$ cat config.mk
export PLATFORM = sky130hd
export DESIGN_NAME = load_store_sequencer
export DESIGN_NICKNAME = d
export VERILOG_FILES = /design/src/rtl/load_store_sequencer.sv
export SDC_FILE = /design/constraint.sdc
export NUM_CORES = 1
export LEC_CHECK = 0
export BUFFER_PORTS_ARGS = -buffer_cell sky130_fd_sc_hd__buf_2
export CORE_MARGIN = 2
export CORE_UTILIZATION = 35
export DETAILED_ROUTE_END_ITERATION = 8
export PLACE_DENSITY_LB_ADDON = 0.1
export SLEW_MARGIN = 10
export SYNTH_ARGS = -nofsm -noshare
export SYNTH_HDL_FRONTEND = slang
export SYNTH_SLANG_ARGS = --single-unit
export TNS_END_PERCENT = 50
$ cat constraint.sdc
create_clock -name clk -period 4.7 [get_ports clk]
set_input_delay 0.94 -clock clk [delete_from_list [all_inputs] [get_ports clk]]
set_output_delay 0.94 -clock clk [all_outputs]
set_load 0.01 [all_outputs]
$ cat src/rtl/load_store_sequencer.sv
// RV64 load/store sequencer: splits an access into one or two doubleword beats,
// lane-aligns store data/strobes and right-justifies load data for write-back.
module load_store_sequencer #(
  parameter bit          ALLOW_SPLIT    = 1'b1,
  parameter int unsigned TIMEOUT_CYCLES = 0
) (
  input  logic        clk,
  input  logic        rst_n,
  input  logic        req_valid,
  output logic        req_ready,
  input  logic        req_is_store,
  input  logic [2:0]  req_funct3,
  input  logic [63:0] req_addr,
  input  logic [63:0] req_wdata,
  output logic        mem_req,
  output logic        mem_we,
  output logic [63:0] mem_addr,
  output logic [63:0] mem_wdata,
  output logic [7:0]  mem_wstrb,
  input  logic        mem_ack,
  input  logic [63:0] mem_rdata,
  output logic        resp_valid,
  output logic        resp_err,
  output logic [2:0]  sel_mem_extension,
  output logic [63:0] mem_value
);

  localparam int unsigned   CNT_W   = 32;
  localparam bit            TO_EN   = (TIMEOUT_CYCLES != 0);
  localparam logic [CNT_W-1:0] TO_LAST = CNT_W'((TIMEOUT_CYCLES == 0) ? 0 : TIMEOUT_CYCLES - 1);

  typedef enum logic [1:0] {
    S_IDLE  = 2'd0,
    S_BEAT0 = 2'd1,
    S_BEAT1 = 2'd2,
    S_RESP  = 2'd3
  } state_t;

  state_t             r_state;
  logic               r_is_store;
  logic [2:0]         r_funct3;
  logic [63:0]        r_addr;
  logic [63:0]        r_wdata;
  logic [63:0]        r_rdata0;
  logic [CNT_W-1:0]   r_cnt;

  logic               r_req_ready;
  logic               r_mem_req;
  logic               r_mem_we;
  logic [63:0]        r_mem_addr;
  logic [63:0]        r_mem_wdata;
  logic [7:0]         r_mem_wstrb;
  logic               r_resp_valid;
  logic               r_resp_err;
  logic [2:0]         r_sel;
  logic [63:0]        r_mem_value;

  // In IDLE the live request is decoded so the first beat is registered at accept.
  logic               w_idle;
  logic               w_is_store;
  logic [2:0]         w_funct3;
  logic [63:0]        w_addr;
  logic [63:0]        w_wdata;
  logic [2:0]         w_off;
  logic [3:0]         w_size;
  logic               w_cross;
  logic               w_illegal;
  logic [7:0]         w_bmask;
  logic [63:0]        w_vmask;
  logic [15:0]        w_strb16;
  logic [5:0]         w_sh;
  logic [127:0]       w_wdata128;
  logic [63:0]        w_rd0;
  logic [63:0]        w_rd1;
  logic [63:0]        w_ldval;
  logic [2:0]         w_sel;
  logic [63:0]        w_base;

  assign w_idle     = (r_state == S_IDLE);
  assign w_is_store = w_idle ? req_is_store : r_is_store;
  assign w_funct3   = w_idle ? req_funct3   : r_funct3;
  assign w_addr     = w_idle ? req_addr     : r_addr;
  assign w_wdata    = w_idle ? req_wdata    : r_wdata;

  assign w_off      = w_addr[2:0];
  assign w_size     = 4'd1 << w_funct3[1:0];
  assign w_cross    = (({1'b0, w_off} + w_size) > 4'd8);
  assign w_illegal  = (w_is_store ? w_funct3[2] : (w_funct3 == 3'b111)) | (w_cross & !ALLOW_SPLIT);
  assign w_base     = {w_addr[63:3], 3'b000};

  always_comb begin
    w_bmask = 8'h01;
    w_vmask = 64'h0000_0000_0000_00FF;
    case (w_funct3[1:0])
      2'd1:    begin w_bmask = 8'h03; w_vmask = 64'h0000_0000_0000_FFFF; end
      2'd2:    begin w_bmask = 8'h0F; w_vmask = 64'h0000_0000_FFFF_FFFF; end
      2'd3:    begin w_bmask = 8'hFF; w_vmask = 64'hFFFF_FFFF_FFFF_FFFF; end
      default: begin w_bmask = 8'h01; w_vmask = 64'h0000_0000_0000_00FF; end
    endcase
  end

  // Low half of each 128-bit shift belongs to beat0, high half to beat1.
  assign w_strb16   = {8'h00, w_bmask} << w_off;
  assign w_sh       = {w_off, 3'b000};
  assign w_wdata128 = {64'h0, w_wdata} << w_sh;
  assign w_rd0      = (r_state == S_BEAT1) ? r_rdata0  : mem_rdata;
  assign w_rd1      = (r_state == S_BEAT1) ? mem_rdata : 64'h0;
  assign w_ldval    = 64'({w_rd1, w_rd0} >> w_sh) & w_vmask;
  assign w_sel      = {w_funct3[1:0], w_funct3[2]};

  state_t             w_state_nxt;
  logic [CNT_W-1:0]   w_cnt_nxt;
  logic               w_timeout;
  logic               w_req_ready_nxt;
  logic               w_mem_req_nxt;
  logic               w_mem_we_nxt;
  logic [63:0]        w_mem_addr_nxt;
  logic [63:0]        w_mem_wdata_nxt;
  logic [7:0]         w_mem_wstrb_nxt;
  logic               w_resp_valid_nxt;
  logic               w_resp_err_nxt;
  logic [2:0]         w_sel_nxt;
  logic [63:0]        w_mem_value_nxt;

  // Next state plus the registered output values for that state.
  always_comb begin
    w_state_nxt      = r_state;
    w_cnt_nxt        = r_cnt;
    w_timeout        = 1'b0;
    w_req_ready_nxt  = 1'b0;
    w_mem_req_nxt    = 1'b0;
    w_mem_we_nxt     = 1'b0;
    w_mem_addr_nxt   = 64'h0;
    w_mem_wdata_nxt  = 64'h0;
    w_mem_wstrb_nxt  = 8'h00;
    w_resp_valid_nxt = 1'b0;
    w_resp_err_nxt   = 1'b0;
    w_sel_nxt        = 3'b000;
    w_mem_value_nxt  = 64'h0;

    case (r_state)
      S_IDLE: begin
        if (req_valid) begin
          w_state_nxt = w_illegal ? S_RESP : S_BEAT0;
          w_cnt_nxt   = '0;
        end
      end
      S_BEAT0, S_BEAT1: begin
        if (mem_ack) begin
          w_state_nxt = ((r_state == S_BEAT0) && w_cross) ? S_BEAT1 : S_RESP;
          w_cnt_nxt   = '0;
        end else if (TO_EN && (r_cnt == TO_LAST)) begin
          w_state_nxt = S_RESP;
          w_timeout   = 1'b1;
        end else if (TO_EN) begin
          w_cnt_nxt   = r_cnt + CNT_W'(1);
        end
      end
      S_RESP:  w_state_nxt = S_IDLE;
      default: w_state_nxt = S_IDLE;
    endcase

    case (w_state_nxt)
      S_IDLE: w_req_ready_nxt = 1'b1;
      S_BEAT0: begin
        w_mem_req_nxt   = 1'b1;
        w_mem_we_nxt    = w_is_store;
        w_mem_addr_nxt  = w_base;
        w_mem_wstrb_nxt = w_is_store ? w_strb16[7:0]     : 8'h00;
        w_mem_wdata_nxt = w_is_store ? w_wdata128[63:0]  : 64'h0;
      end
      S_BEAT1: begin
        w_mem_req_nxt   = 1'b1;
        w_mem_we_nxt    = w_is_store;
        w_mem_addr_nxt  = w_base + 64'd8;
        w_mem_wstrb_nxt = w_is_store ? w_strb16[15:8]    : 8'h00;
        w_mem_wdata_nxt = w_is_store ? w_wdata128[127:64] : 64'h0;
      end
      S_RESP: begin
        w_resp_valid_nxt = 1'b1;
        w_resp_err_nxt   = w_timeout | (w_idle & w_illegal);
        if (!w_resp_err_nxt && !w_is_store) begin
          w_sel_nxt       = w_sel;
          w_mem_value_nxt = w_ldval;
        end
      end
      default: w_req_ready_nxt = 1'b0;
    endcase
  end

  always_ff @(posedge clk or negedge rst_n) begin
    if (!rst_n) begin
      r_state      <= S_IDLE;
      r_is_store   <= 1'b0;
      r_funct3     <= 3'b000;
      r_addr       <= 64'h0;
      r_wdata      <= 64'h0;
      r_rdata0     <= 64'h0;
      r_cnt        <= '0;
      r_req_ready  <= 1'b1;
      r_mem_req    <= 1'b0;
      r_mem_we     <= 1'b0;
      r_mem_addr   <= 64'h0;
      r_mem_wdata  <= 64'h0;
      r_mem_wstrb  <= 8'h00;
      r_resp_valid <= 1'b0;
      r_resp_err   <= 1'b0;
      r_sel        <= 3'b000;
      r_mem_value  <= 64'h0;
    end else begin
      r_state      <= w_state_nxt;
      r_cnt        <= w_cnt_nxt;
      r_req_ready  <= w_req_ready_nxt;
      r_mem_req    <= w_mem_req_nxt;
      r_mem_we     <= w_mem_we_nxt;
      r_mem_addr   <= w_mem_addr_nxt;
      r_mem_wdata  <= w_mem_wdata_nxt;
      r_mem_wstrb  <= w_mem_wstrb_nxt;
      r_resp_valid <= w_resp_valid_nxt;
      r_resp_err   <= w_resp_err_nxt;
      r_sel        <= w_sel_nxt;
      r_mem_value  <= w_mem_value_nxt;
      if (w_idle && req_valid) begin
        r_is_store <= req_is_store;
        r_funct3   <= req_funct3;
        r_addr     <= req_addr;
        r_wdata    <= req_wdata;
      end
      if ((r_state == S_BEAT0) && mem_ack) begin
        r_rdata0 <= mem_rdata;
      end
    end
  end

  assign req_ready         = r_req_ready;
  assign mem_req           = r_mem_req;
  assign mem_we            = r_mem_we;
  assign mem_addr          = r_mem_addr;
  assign mem_wdata         = r_mem_wdata;
  assign mem_wstrb         = r_mem_wstrb;
  assign resp_valid        = r_resp_valid;
  assign resp_err          = r_resp_err;
  assign sel_mem_extension = r_sel;
  assign mem_value         = r_mem_value;

endmodule

==> summary.md <==
## Run status
- **outcome** complete, no violations

## Global routing
- **via count of the first global-routing pass** 20,080
- **maximum number of pins on one net before global-route repair** 185
- **number of antenna violations at the first check in global routing** 18
- **total global-route track usage** 25.27%
- **global-route congestion overflow total** 0
- **wire length of the first global-routing pass** 133,500 microns

## Place
- **Placer Congestion** 0.9162
- **pre-CTS worst setup slack** 0.3684 ns
- **post-detailed-placement half-perimeter wirelength** 63,130 microns
- **count of buffers inserted at the top-level ports** 404

## Setup path
- **sum of buffers and inverters on the critical path** 2
- **data required time of the worst path** 5.17 ns
- **critical path endpoint category** flop
- **critical path's most frequent cell** nand4_1
- **cells traversed along the worst timing path** inv_1, ha_4, buf_12, mux2_2, ha_1, nand4_1, a22oi_2, nand4_1, nor3_2, nor3b_1, xnor2_1, nor2_1
- **cell family with the largest share of critical-path delay** simple AND/OR/NAND/NOR gates
- **critical path class** flop to flop
- **maximum fanout encountered on the critical timing path** 140
- **worst-path cell with the longest stage delay** nor3_2
- **critical path launch point type** flop
- **CP arrival** 4.81 ns
- **Largest stage delay, worst path** 0.64 ns

## STA
- **setup violators final** 0
- **Max Clock Skew** 0.02622 ns
- **crit path setup slack, layout** 0.3594 ns
- **Max Clock Freq** 0.2304 GHz
- **Hold Worst Slack** 0.3589 ns
- **min Tclk post-route** 4.341 ns
- **final cycle utilization of the critical path** 92.35%
- **slew at the pin closest to its max-slew limit** 0.9687 ns
- **Hold Fails Final Rpt** 0
- **final count of pins violating max slew** 0
- **RSZ-0062 raised after global routing** no
- **final-layout setup total negative slack** 0 ns
- **max-slew headroom at the worst pin** 35.42%

## Power and ir drop
- **leakage power** 0.01282 uW
- **pwr/cell area** 820.5 mW/mm^2
- **Peak supply drop** 601.1 uV
- **total chip power** 23,040 uW

## Synthesis
- **Syn Std Cell Area** 0.02341 sq mm
- **number of enable flip-flop cells after synthesis** 0
- **count of mapped cells out of synthesis** 2,364
- **post-synthesis cell type count** 82
- **register area share after synthesis** 43.07%
- **number of warnings reported in the yosys synthesis log** 0
- **FFs w/ async S/R, synth** 100.0%
- **Avg Cell Area, Syn** 9.905 sq um
- **synthesis-stage register bit count** 403
- **Top FF cell, synth** dfrtp_1

## Clocking
- **number of gates resized after cts** 0
- **number of levels the H-tree was split into** 2
- **root buffer cell** clkbuf_16
- **source-to-sink clock delay at the later pin of the worst-skew pair** 0.60 ns
- **clock transition at the registers of the reported paths** 0.06 ns
- **number of buffers between clock root and the deepest sink** 3
- **CTS tree** built
- **clock net sink count** 403
- **hold buffer count at CTS** 0
- **total clock buffers created by CTS** 51
- **count of buffers added by post-CTS timing repair for setup** 0

## Finish
- **layout cell share with drive strength beyond 1** 32.15%
- **layout overhead on the synthesized area** 19.94%
- **net count reported at finish** 2,892

## Detailed routing
- **via density per instance** 5.634
- **vias after detailed routing** 20,280
- **total wire length** 88,930 microns
- **detailed-route wire length per cell** 24.71 microns
- **DRC viols** 0
- **number of DRC violations after detailed-routing iteration 0** 1,740
- **number of routed nets with antenna violations** 0
- **first-pass iteration count of the detailed router** 6

## Die
- **Die Span Y** 262.7 microns
- **Core Area** 0.06598 sq mm
- **num rows** 94
- **Horiz. Die Dim** 262.7 microns
- **starting density of the core** 35.49%
- **DIE AREA** 0.06899 sq mm
- **num ports** 408

## Hold path
- **kind of path behind the tightest hold check** input port to async pin

## Flow run
- **total of max-cap violations** 0

## cells in the mapped netlist, types with 34 or more instances
master | instances | share of area, %
nor2_1 | 227 | 3.6
a22oi_1 | 34 | 1.1
a311oi_1 | 34 | 1.3
nand3_1 | 75 | 1.6
a211oi_1 | 54 | 1.7
mux2_2 | 250 | 12
mux2i_1 | 140 | 6.0
o22ai_1 | 45 | 1.2
o21ai_0 | 69 | 1.5
dfrtp_1 | 402 | 43
nand2_1 | 324 | 5.2
nor2b_1 | 39 | 1.0
buf_2 | 56 | 1.2
clkbuf_1 | 95 | 1.5
a21oi_1 | 113 | 2.4
## routing by layer
| layer | vias to the layer above | part of all wire (%) | routed length [microns] | GRT usage [%] |
|---|---|---|---|---|
| li1 | 9243 | - | - | - |
| met1 | 10180 | 45 | 39780 | 34.99 |
| met2 | 708 | 46 | 40680 | 39.95 |
| met3 | 131 | 6.6 | 5896 | 4.882 |
| met4 | 14 | 2.8 | 2480 | 7.689 |
| met5 | - | 0.10 | 91 | 0 |
## layout make-up
| type | count | area [sq um] |
|---|---|---|
| antenna | 10 | 25.02 |
| clock buffer | 76 | 1573 |
| clock inverter | 17 | 244.0 |
| fill | 6433 | 37900 |
| inverter | 13 | 53.80 |
| multi-input combinational | 1758 | 12480 |
| sequential | 403 | 10090 |
| tap | 864 | 1081 |
| timing repair buffer | 458 | 2537 |
## worst reg2reg max path, cell delays in order, from the launching register on
cell,delay [ns]
dfrtp_1,0.43
inv_1,0.19
ha_4,0.29
buf_12,0.55
mux2_2,0.37
ha_1,0.26
nand4_1,0.21
a22oi_2,0.45
nand4_1,0.28
nor3_2,0.64
nor3b_1,0.32
xnor2_1,0.16
nor2_1,0.06
## registers in the layout, summed over array words and instances, names as in the netlist, 2 cells and up
register / cells
r_wdata: 64
mem_wstrb: 8
mem_value: 64
mem_wdata: 64
sel_mem_extension: 3
r_funct3: 3
mem_addr: 61
r_addr: 64
r_rdata0: 64
r_state: 2
## report_power, final
group | switching (uW) | total (uW) | internal [uW] | leakage (uW)
Sequential | 965 | 5880 | 4920 | 0.00510
Combinational | 8050 | 12900 | 4860 | 0.00682
Clock | 1630 | 4250 | 2630 | 0.000897
## kinds of logic (layout without fill, tap and decap cells)
group | count (synthesis) | in the layout | synth area share, %
adders and majority gates | 7 | 7 | 0.4061
DFF | 403 | 403 | 43.07
other | 1 | 13 | 0.01602
xor gates and xnor gates | 47 | 47 | 1.758
buffers and inverters | 205 | 564 | 3.960
and+or+nand+nor | 799 | 799 | 15.63
AOI/OAI and AO/OA | 479 | 479 | 14.01
muxes | 423 | 423 | 21.14
## final timing paths
kind	slack, ns	end	from	cells past startpoint
min	0.36	r_addr[29]	rst_n	1
max	0.36	mem_addr[37]	r_state[0]	12
min in group clk	0.50	r_wdata[62]	r_wdata[62]	1
max in group asynchronous	3.20	r_wdata[36]	rst_n	2
min reg2reg	0.50	r_wdata[62]	r_wdata[62]	1
max reg2reg	0.36	mem_addr[37]	r_state[0]	12
## placed cells by master, fill, tap and decap left out, types with 46 or more instances in the layout
cell / instances
dfrtp_1: 401
a211oi_1: 54
o21ai_0: 69
nor2_1: 227
buf_4: 46
a21oi_1: 113
mux2_2: 250
clkbuf_16: 53
nand3_1: 75
mux2i_1: 137
nand2_1: 322
buf_2: 403
## stage by stage
| stage | utilization [%] | std cells | area, sq um |
|---|---|---|---|
| after floorplan | - | 2366 | 23420 |
| after global placement | 39.77 | 3496 | 26240 |
| after detailed placement | 39.77 | 3496 | 26240 |
| after CTS | 42.52 | 3589 | 28060 |
| after global routing | 42.54 | 3594 | 28070 |
| final | 42.56 | 3599 | 28080 |
Note: power is estimated with default switching activity, not from simulation.
